<file path="config.mk">
export PLATFORM = sky130hd
export DESIGN_NAME = rom_rd_stream
export DESIGN_NICKNAME = d
export VERILOG_FILES = /design/src/rtl/rom_rd_pkg.sv /design/src/rtl/rom_rd_fifo.sv /design/src/rtl/rom_rd_stream.sv
export SDC_FILE = /design/constraint.sdc
export NUM_CORES = 1
export LEC_CHECK = 0
export BUFFER_PORTS_ARGS = -buffer_cell sky130_fd_sc_hd__buf_4
export CORE_MARGIN = 4
export CORE_UTILIZATION = 54
export CTS_CLUSTER_DIAMETER = 60
export DETAILED_ROUTE_END_ITERATION = 8
export PLACE_DENSITY_LB_ADDON = 0.15
export SETUP_SLACK_MARGIN = 0.2
export SYNTH_ARGS = -nofsm -noshare
export SYNTH_HDL_FRONTEND = slang
export SYNTH_SLANG_ARGS = --single-unit
</file>
<file path="constraint.sdc">
create_clock -name clk_i -period 3.6 [get_ports clk_i]
set_input_delay 0.36 -clock clk_i [delete_from_list [all_inputs] [get_ports clk_i]]
set_output_delay 0.36 -clock clk_i [all_outputs]
set_load 0.005 [all_outputs]
</file>
<file path="src/rtl/rom_rd_pkg.sv">
// rtl/rom_rd_pkg.sv - shared types and constants for the ROM read-stream engine
package rom_rd_pkg;

  typedef enum logic [1:0] {
    ST_IDLE  = 2'd0,
    ST_ISSUE = 2'd1,
    ST_DRAIN = 2'd2
  } state_t;

  localparam int FIFO_DEPTH = 2;
  localparam int FIFO_CW    = 2;

endpackage

</file>
<file path="src/rtl/rom_rd_fifo.sv">
// rtl/rom_rd_fifo.sv - 2-entry synchronous FIFO of {last, data} with occupancy count
module rom_rd_fifo
  import rom_rd_pkg::*;
#(
  parameter int DW = 9
) (
  input  logic               i_clk,
  input  logic               i_rst,
  input  logic               i_push,
  input  logic               i_pop,
  input  logic [DW-1:0]      i_data,
  output logic [DW-1:0]      o_data,
  output logic [FIFO_CW-1:0] o_count
);

  logic [DW-1:0]      r_mem [FIFO_DEPTH];
  logic               r_wr_ptr;
  logic               r_rd_ptr;
  logic [FIFO_CW-1:0] r_count;

  always_ff @(posedge i_clk or posedge i_rst) begin
    if (i_rst) begin
      for (int i = 0; i < FIFO_DEPTH; i++) r_mem[i] <= '0;
      r_wr_ptr <= 1'b0;
      r_rd_ptr <= 1'b0;
      r_count  <= '0;
    end else begin
      if (i_push) begin
        r_mem[r_wr_ptr] <= i_data;
        r_wr_ptr        <= ~r_wr_ptr;
      end
      if (i_pop) r_rd_ptr <= ~r_rd_ptr;
      r_count <= r_count + FIFO_CW'(i_push) - FIFO_CW'(i_pop);
    end
  end

  assign o_data  = r_mem[r_rd_ptr];
  assign o_count = r_count;

endmodule

</file>
<file path="src/rtl/rom_rd_stream.sv">
// rtl/rom_rd_stream.sv - walks a wrap-around ROM address range and streams words with backpressure
module rom_rd_stream
  import rom_rd_pkg::*;
#(
  parameter int WIDTH   = 8,
  parameter int DEPTH   = 8,
  parameter int OUT_REG = 1,
  parameter int AW      = $clog2(DEPTH),
  parameter int LW      = $clog2(DEPTH) + 1
) (
  input  logic             clk_i,
  input  logic             rst_i,
  input  logic             start_i,
  input  logic [AW-1:0]    base_i,
  input  logic [LW-1:0]    len_i,
  output logic             busy_o,
  output logic             done_o,
  output logic             rom_rd_en_o,
  output logic [AW-1:0]    rom_rd_addr_o,
  input  logic [WIDTH-1:0] rom_rd_data_i,
  output logic [WIDTH-1:0] m_data_o,
  output logic             m_valid_o,
  output logic             m_last_o,
  input  logic             m_ready_i
);

  state_t             r_state;
  logic [AW-1:0]      r_addr;
  logic [LW-1:0]      r_len;
  logic [LW-1:0]      r_issued;
  logic               r_busy;
  logic               r_done;

  logic               w_pop;
  logic               w_rd_en;
  logic               w_last_issue;
  logic               w_push;
  logic               w_push_last;
  logic               w_inflight;
  logic [FIFO_CW-1:0] w_count;
  logic [2:0]         w_credit;
  logic [WIDTH:0]     w_fifo_out;
  logic [AW-1:0]      w_addr_next;

  assign m_valid_o    = (w_count != '0);
  assign w_pop        = m_valid_o & m_ready_i;
  assign w_last_issue = (r_issued == r_len - LW'(1));

  // Occupancy the FIFO will have once everything in flight lands, net of this cycle's pop.
  assign w_credit = 3'(w_count) + 3'(w_inflight) - 3'(w_pop);
  assign w_rd_en  = (r_state == ST_ISSUE) && (w_credit < 3'(FIFO_DEPTH));

  assign w_addr_next = (r_addr == AW'(DEPTH - 1)) ? '0 : r_addr + AW'(1);

  generate
    if (OUT_REG != 0) begin : g_reg
      logic r_infl;
      logic r_infl_last;

      always_ff @(posedge clk_i or posedge rst_i) begin
        if (rst_i) begin
          r_infl      <= 1'b0;
          r_infl_last <= 1'b0;
        end else begin
          r_infl      <= w_rd_en;
          r_infl_last <= w_rd_en & w_last_issue;
        end
      end

      assign w_inflight  = r_infl;
      assign w_push      = r_infl;
      assign w_push_last = r_infl_last;
    end else begin : g_comb
      assign w_inflight  = 1'b0;
      assign w_push      = w_rd_en;
      assign w_push_last = w_last_issue;
    end
  endgenerate

  always_ff @(posedge clk_i or posedge rst_i) begin
    if (rst_i) begin
      r_state  <= ST_IDLE;
      r_addr   <= '0;
      r_len    <= '0;
      r_issued <= '0;
      r_busy   <= 1'b0;
      r_done   <= 1'b0;
    end else begin
      r_done <= 1'b0;
      case (r_state)
        ST_IDLE: begin
          if (start_i) begin
            r_addr   <= base_i;
            r_len    <= len_i;
            r_issued <= '0;
            if (len_i != '0) begin
              r_state <= ST_ISSUE;
              r_busy  <= 1'b1;
            end else begin
              r_done <= 1'b1;
            end
          end
        end
        ST_ISSUE: begin
          if (w_rd_en) begin
            r_addr   <= w_addr_next;
            r_issued <= r_issued + LW'(1);
            if (w_last_issue) r_state <= ST_DRAIN;
          end
        end
        ST_DRAIN: begin
          if (w_pop && m_last_o) begin
            r_state <= ST_IDLE;
            r_busy  <= 1'b0;
            r_done  <= 1'b1;
          end
        end
        default: r_state <= ST_IDLE;
      endcase
    end
  end

  rom_rd_fifo #(
    .DW(WIDTH + 1)
  ) u_fifo (
    .i_clk  (clk_i),
    .i_rst  (rst_i),
    .i_push (w_push),
    .i_pop  (w_pop),
    .i_data ({w_push_last, rom_rd_data_i}),
    .o_data (w_fifo_out),
    .o_count(w_count)
  );

  assign busy_o        = r_busy;
  assign done_o        = r_done;
  assign rom_rd_en_o   = w_rd_en;
  assign rom_rd_addr_o = r_addr;
  assign m_data_o      = w_fifo_out[WIDTH-1:0];
  assign m_last_o      = w_fifo_out[WIDTH];

endmodule

</file>
==> metrics.md, run 1 <==
| Metric | Value |
|---|---|
| Status | finished, final reports clean |
| Global-route wire length before repair | 5670 um |
| Critical Path Sink Type | output pin |
| DR iter-0 viols | 32 |
| Final net count | 211 |
| Initial core utilization | 58.2% |
| H-tree levels | 2 |
| Synth Net Count | 173 |
| EDFF count, synth | 0 |
| Cells after Synth | 148 |
| Buffer and inverter count on the worst path | 1 |
| Max-cap viol count | 0 |
| Crit Path Class | reg2out |
| Max-slew headroom | 42.2% |
| Die X-Extent | 66.1 um |
| Vias/cell | 5.16 |
| Row count | 20 |
| Clock slew at reported path FFs | 0.13 ns |
| Clock Latency Late Sink | 0.35 ns |
| Warnings, synthesis | 0 |
| Setup bufs post-CTS | 0 |
| Clock power share | 14.9% |
| Hold Path Class | in2async |
| Clock Tree Buf Depth | 2 |
| Top-count cell post-synth | dfrtp_1 |
| Post-synthesis sequential area ratio | 53.6% |
| Reg power frac | 39.5% |
| Synthesized area per cell | 12.3 um^2 |
| Tightest Pin Transition | 0.865 ns |
| Root buf cell | clkbuf_4 |
| First-pass DRT Iterations | 4 |
| Max Slew Vio Count | 0 |
| Avg WL per Cell | 14.4 um |
| DPL Wire Length | 2500 um |
| Largest cells by area after synthesis | dfrtp_1 (54%), mux2_2 (16%), ha_1 (3.4%), nand2_1 (3.1%), xnor2_1 (2.9%) |
| Placed insts | 223 |
| Cell internal pwr | 1.28 mW |
| Leakage | 1.04 nW |
| Most frequent cells after synthesis | dfrtp_1 (39), mux2_2 (26), nand2_1 (15) |
| Number of library cell types mapped by synthesis | 31 |
| IO Pins | 35 |
| GP Congestion | 0.772 |
| Drt drc | 0 |
| Clock sinks | 39 |
| CP delay by family, top | adder cells |
| Hold_buf cts | 0 |
| Worst Path Arrival | 2.31 ns |
| PortBufs | 34 |
| Via count | 1,192 |
| Fin Setup TNS | 0 ns |
| CORE AREA | 3130 um^2 |
| Final setup viols | 0 |
| Final Hold Viols | 0 |
| Die area | 4360 um^2 |
| Comb pwr share | 45.6% |
| Critical path launch point type | register |
| Final antenna-violating net count | 0 |
| Max Fanout on Critical Path | 5 |
| Sw frac | 34.9% |
| Post-synthesis cell area | 1820 um^2 |
| GRT Total Usage | 17.5% |
| Routed Wire Length | 3330 um |
| CTS buffer count | 5 |
| Worst vdd ir | 0.473 mV |
| CP required | 3.24 ns |
| N_diodes | 0 |
| CTS tree | done |
| Crit-path cells | nand3_1 -> o21ai_0 -> ha_1 -> fa_1 -> nor3_2 -> buf_4 |
| Overflow after GRT | 0 |
| Period utilization | 74.1% |
| Max stage delay cell, worst path | fa_1 |
| Die Y | 66.1 um |
| Fin crit period | 2.67 ns |
| Leading area contributor after synthesis | dfrtp_1 |
| #FFs+latches synth | 39 |
| Switching power | 0.687 mW |
| Post-CTS Resized | 0 |
| Ratio of cells with drive above 1 in the final layout | 39.6% |
| RSZ-0062 raised after global routing | no |
| Top cell type's share of synthesized area | 53.6% |
| Final Non-Filler Cells | 231 |
| Area Overhead vs Synth | 20.5% |
| Async S/R FF share, synth | 100% |
| CP max stage delay | 0.55 ns |
| Antenna violations before repair | 0 |
| Vias in the first global route | 1,310 |
| Worst-case clock skew | 0.0147 ns |
| Fmax | 0.375 GHz |
| Main synth FF type | dfrtp_1 |
| Power per standard cell area | 897 nW/um^2 |
| Pin count of the biggest net entering global routing | 40 |
## per-layer routing
metal,share of wire (%),GRT usage [%],vias up
met5,0,0,-
met1,40,18.0,572
li1,-,-,586
met2,53,33.0,26
met4,2.2,8.38,0
met3,4.1,3.74,8
## path summary, 6_finish.rpt
path	slack [ns]	startpoint	depth (start not counted)	endpoint
max	0.93	u_fifo.o_count[1]$_DFF_PP0_	6	rom_rd_en_o
min	0.11	rst_i	3	u_fifo.r_mem[1]$_DFFE_PP0P_
max reg2reg	1.35	u_fifo.o_count[1]$_DFF_PP0_	8	r_state[0]$_DFFE_PP0P_
min reg2reg	0.49	busy_o$_DFFE_PP0P_	1	busy_o$_DFFE_PP0P_
max in group asynchronous	3.15	rst_i	3	busy_o$_DFFE_PP0P_
min in group clk_i	0.21	len_i[3]	3	r_len[3]$_DFFE_PP0P_
## registers in the layout, indices dropped and copies added, names as in the netlist, 2 cells and up
signal / count
u_fifo.r_mem: 18
r_len: 4
rom_rd_addr_o: 3
u_fifo.o_count: 2
r_issued: 4
r_state: 2
## power groups by stage
stage | Sequential [mW] | Combinational, mW | Clock, mW
floorplan | 0.736 | 0.663 | 0
global placement | 0.774 | 0.878 | 0
detailed placement | 0.790 | 0.909 | 0
CTS | 0.779 | 0.914 | 0.297
global route | 0.809 | 1.01 | 0.325
finish | 0.778 | 0.897 | 0.293
## worst min-delay path: cells and delay by family
kind / cells / cell delay, ns
buffers and inverters: 3 / 0.56
## through the flow
stage | utilization [%] | setup WS [ns] | area, um^2 | power (mW) | hold WS (ns)
4_1_cts | 70.1 | 0.903 | 2190 | 1.99 | 0.117
3_5_place_dp | 67.5 | 1.23 | 2110 | 1.70 | 0.475
3_3_place_gp | 67.5 | 1.29 | 2110 | 1.65 | 0.463
5_1_grt | 70.1 | 0.761 | 2190 | 2.14 | 0.128
2_1_floorplan | - | 1.56 | 1820 | 1.40 | 0.463
6_report | 70.1 | 0.932 | 2190 | 1.97 | 0.106
## cell type report
type,instances,area [um^2]
clock buffers,5,37.5
clock inverters,3,43.8
fillers,247,935
inverters,8,30.0
multi-input cells,97,788
flip-flops and latches,39,976
well taps,44,55.1
repair buffers,35,263
## kinds of logic after synthesis
| kind of cell | count (synthesis) | share of synthesized area, % |
|---|---|---|
| AND/OR/NAND/NOR | 37 | 10.7 |
| buffers and inverters | 12 | 3.09 |
| XOR/XNOR | 9 | 4.33 |
| AO/OA/AOI/OAI | 15 | 5.43 |
| adder cells (fa/ha/maj) | 6 | 4.54 |
| multiplexers | 30 | 18.3 |
| flip-flops | 39 | 53.6 |
## placed cells by master (no fill, tap or decap), types with 3 or more instances in the layout
cell type and instances:
dfrtp_1 39, buf_4 35, mux2_2 26, nand2_1 15, inv_1 8, xnor2_1 6, o21ai_0 6, ha_1 5
clkbuf_4 5, mux2i_1 4, nor2_1 4, a21oi_1 4, nand3_1 3, xor2_1 3
Note: power is estimated with default switching activity, not from simulation.
==> inputs of run 2 (changes only) <==
Clock period 3.6 ns to 2.77 ns, I/O delays scaled along.
==> run 2 against run 1 <==
Net effect: sequential cell count unchanged; first-iteration DRC count decreased by 47%; sequential share of layout area decreased by 0.91 points; clock-buffer cell count unchanged; final cell count increased by 0.87%; critical path depth increased by 1; total power increased by 36%; clock power increased by 28%; hold slack got worse by 0.080 ns; critical path type unchanged; largest cell class unchanged.
==> metrics.md, run 2 (synthesized netlist as in run 1, its figures left out) <==
| Metric | Value |
|---|---|
| DR iter-0 viols | 17 |
| Clock slew at reported path FFs | 0.13 ns |
| N_diodes | 0 |
| Hold_buf cts | 0 |
| Leakage | 1.06 nW |
| Antenna violations before repair | 0 |
| Final Hold Viols | 0 |
| Worst Path Arrival | 2.13 ns |
| Via count | 1,233 |
| Period utilization | 87.1% |
| Drt drc | 0 |
| Row count | 20 |
| Fin crit period | 2.41 ns |
| CTS buffer count | 5 |
| Clock Tree Buf Depth | 2 |
| Reg-to-Reg Start | u_fifo.o_count[1]$_DFF_PP0_ |
| Final net count | 213 |
| Max Slew Vio Count | 0 |
| Worst-case clock skew | 0.0179 ns |
| Die area | 4360 um^2 |
| Fmax | 0.415 GHz |
| Status | finished, final reports clean |
| GRT Total Usage | 17.6% |
| Root buf cell | clkbuf_4 |
| Ratio of cells with drive above 1 in the final layout | 42.3% |
| Max-cap viol count | 0 |
| Die Y | 66.1 um |
| Clock sinks | 39 |
| Vias/cell | 5.29 |
| Biggest regs | u_fifo.r_mem (18), r_issued (4), r_len (4) |
| Critical Path Sink Type | output pin |
| CP required | 2.49 ns |
| Final setup viols | 0 |
| H-tree levels | 2 |
| Hold Path Class | in2async |
| CTS tree | done |
| Global-route wire length before repair | 5540 um |
| Cells on worst reg2reg path | 10 |
| CORE AREA | 3130 um^2 |
| Tightest Pin Transition | 0.872 ns |
| Final antenna-violating net count | 0 |
| Power per standard cell area | 1200 nW/um^2 |
| Fin Setup TNS | 0 ns |
| Critical R2R Capture | r_issued[2]$_DFFE_PP0P_ |
| Max-slew headroom | 41.7% |
| Commonest cells after routing, fill and taps aside | dfrtp_1 (38), buf_4 (37), mux2_2 (26) |
| Overflow after GRT | 0 |
| PortBufs | 34 |
| Critical path launch point type | register |
| Pin count of the biggest net entering global routing | 40 |
| Top reg by flops | u_fifo.r_mem |
| Total Power | 2.68 mW |
| Commonest non-fill, non-tap cell in the layout | dfrtp_1 |
| Routed Wire Length | 3340 um |
| Clock Latency Late Sink | 0.35 ns |
| Dpl ws | 0.559 ns |
| Vias in the first global route | 1,243 |
| Reg2Reg Setup Slack | 0.61 ns |
| First-pass DRT Iterations | 4 |
| Initial core utilization | 58.2% |
| Fin area | 2240 um^2 |
| DPL Wire Length | 2510 um |
| Max Fanout on Critical Path | 4 |
| RSZ-0062 raised after global routing | no |
| Post-route setup slack | 0.358 ns |
| Max FFs per register | 18 |
| IO Pins | 35 |
| Die X-Extent | 66.1 um |
| Crit Path Class | reg2out |
| GP Congestion | 0.774 |
| Dpl cell area | 2110 um^2 |
| Hold WS | 0.0253 ns |
| Area Overhead vs Synth | 23.2% |
| Avg WL per Cell | 14.3 um |
| Worst vdd ir | 0.576 mV |
-- run 2: area by class of cell --
cell class | count | area [um^2]
clock buffer | 5 | 37.5
clock inverter | 3 | 43.8
fill | 238 | 886
inverter | 8 | 30.0
multi-input combinational | 97 | 821
sequential | 39 | 977
tap | 44 | 55.1
timing repair buffer | 37 | 278
-- run 2: routing by layer --
layer	vias to the layer above	GRT usage [%]	wire [um]
met1	608	17.8	1280
met4	0	7.61	63
li1	594	-	-
met5	-	0	0
met2	26	32.5	1830
met3	5	5.95	162
-- run 2: power breakdown --
group	total (mW)	internal (mW)	leakage, nW	switching, mW
sequential	1.02	0.821	0.472	0.204
combinational	1.28	0.735	0.540	0.547
clock	0.375	0.190	0.0452	0.185
-- run 2: critical path, stage by stage, from the launching register on --
cell and delay, ns:
dfrtp_2 0.47, nand3_2 0.10, o21ai_0 0.09, ha_1 0.20
fa_2 0.39, xnor2_4 0.17, nor3_4 0.23, buf_4 0.14
-- run 2: what timing repair did --
| action | 4_1_cts | 5_1_grt |
|---|---|---|
| buffers inserted | 0 | 2 |
| pin swaps | 0 | 1 |
| endpoints found under the hold margin | 0 | 0 |
| setup endpoints to repair | 1 | 1 |
| resized for setup | 2 | 4 |
| cloned | 0 | 0 |
-- run 2: how the worst max path moves through the flow --
| stage | start | endpoint | cells past startpoint |
|---|---|---|---|
| floorplan | u_fifo.o_count[1]$_DFF_PP0_ | r_state[0]$_DFFE_PP0P_ | 8 |
| global placement | u_fifo.o_count[1]$_DFF_PP0_ | rom_rd_en_o | 6 |
| detailed placement | u_fifo.o_count[1]$_DFF_PP0_ | r_state[0]$_DFFE_PP0P_ | 8 |
| CTS | u_fifo.o_count[1]$_DFF_PP0_ | rom_rd_en_o | 6 |
| global route | u_fifo.o_count[1]$_DFF_PP0_ | rom_rd_en_o | 7 |
| finish | u_fifo.o_count[1]$_DFF_PP0_ | rom_rd_en_o | 7 |
-- run 2: stage by stage --
stage | std cells | util [%]
finish | 233 | 71.7
global route | 233 | 71.7
detailed placement | 223 | 67.5
CTS | 231 | 70.6
global placement | 223 | 67.5
floorplan | 148 | -
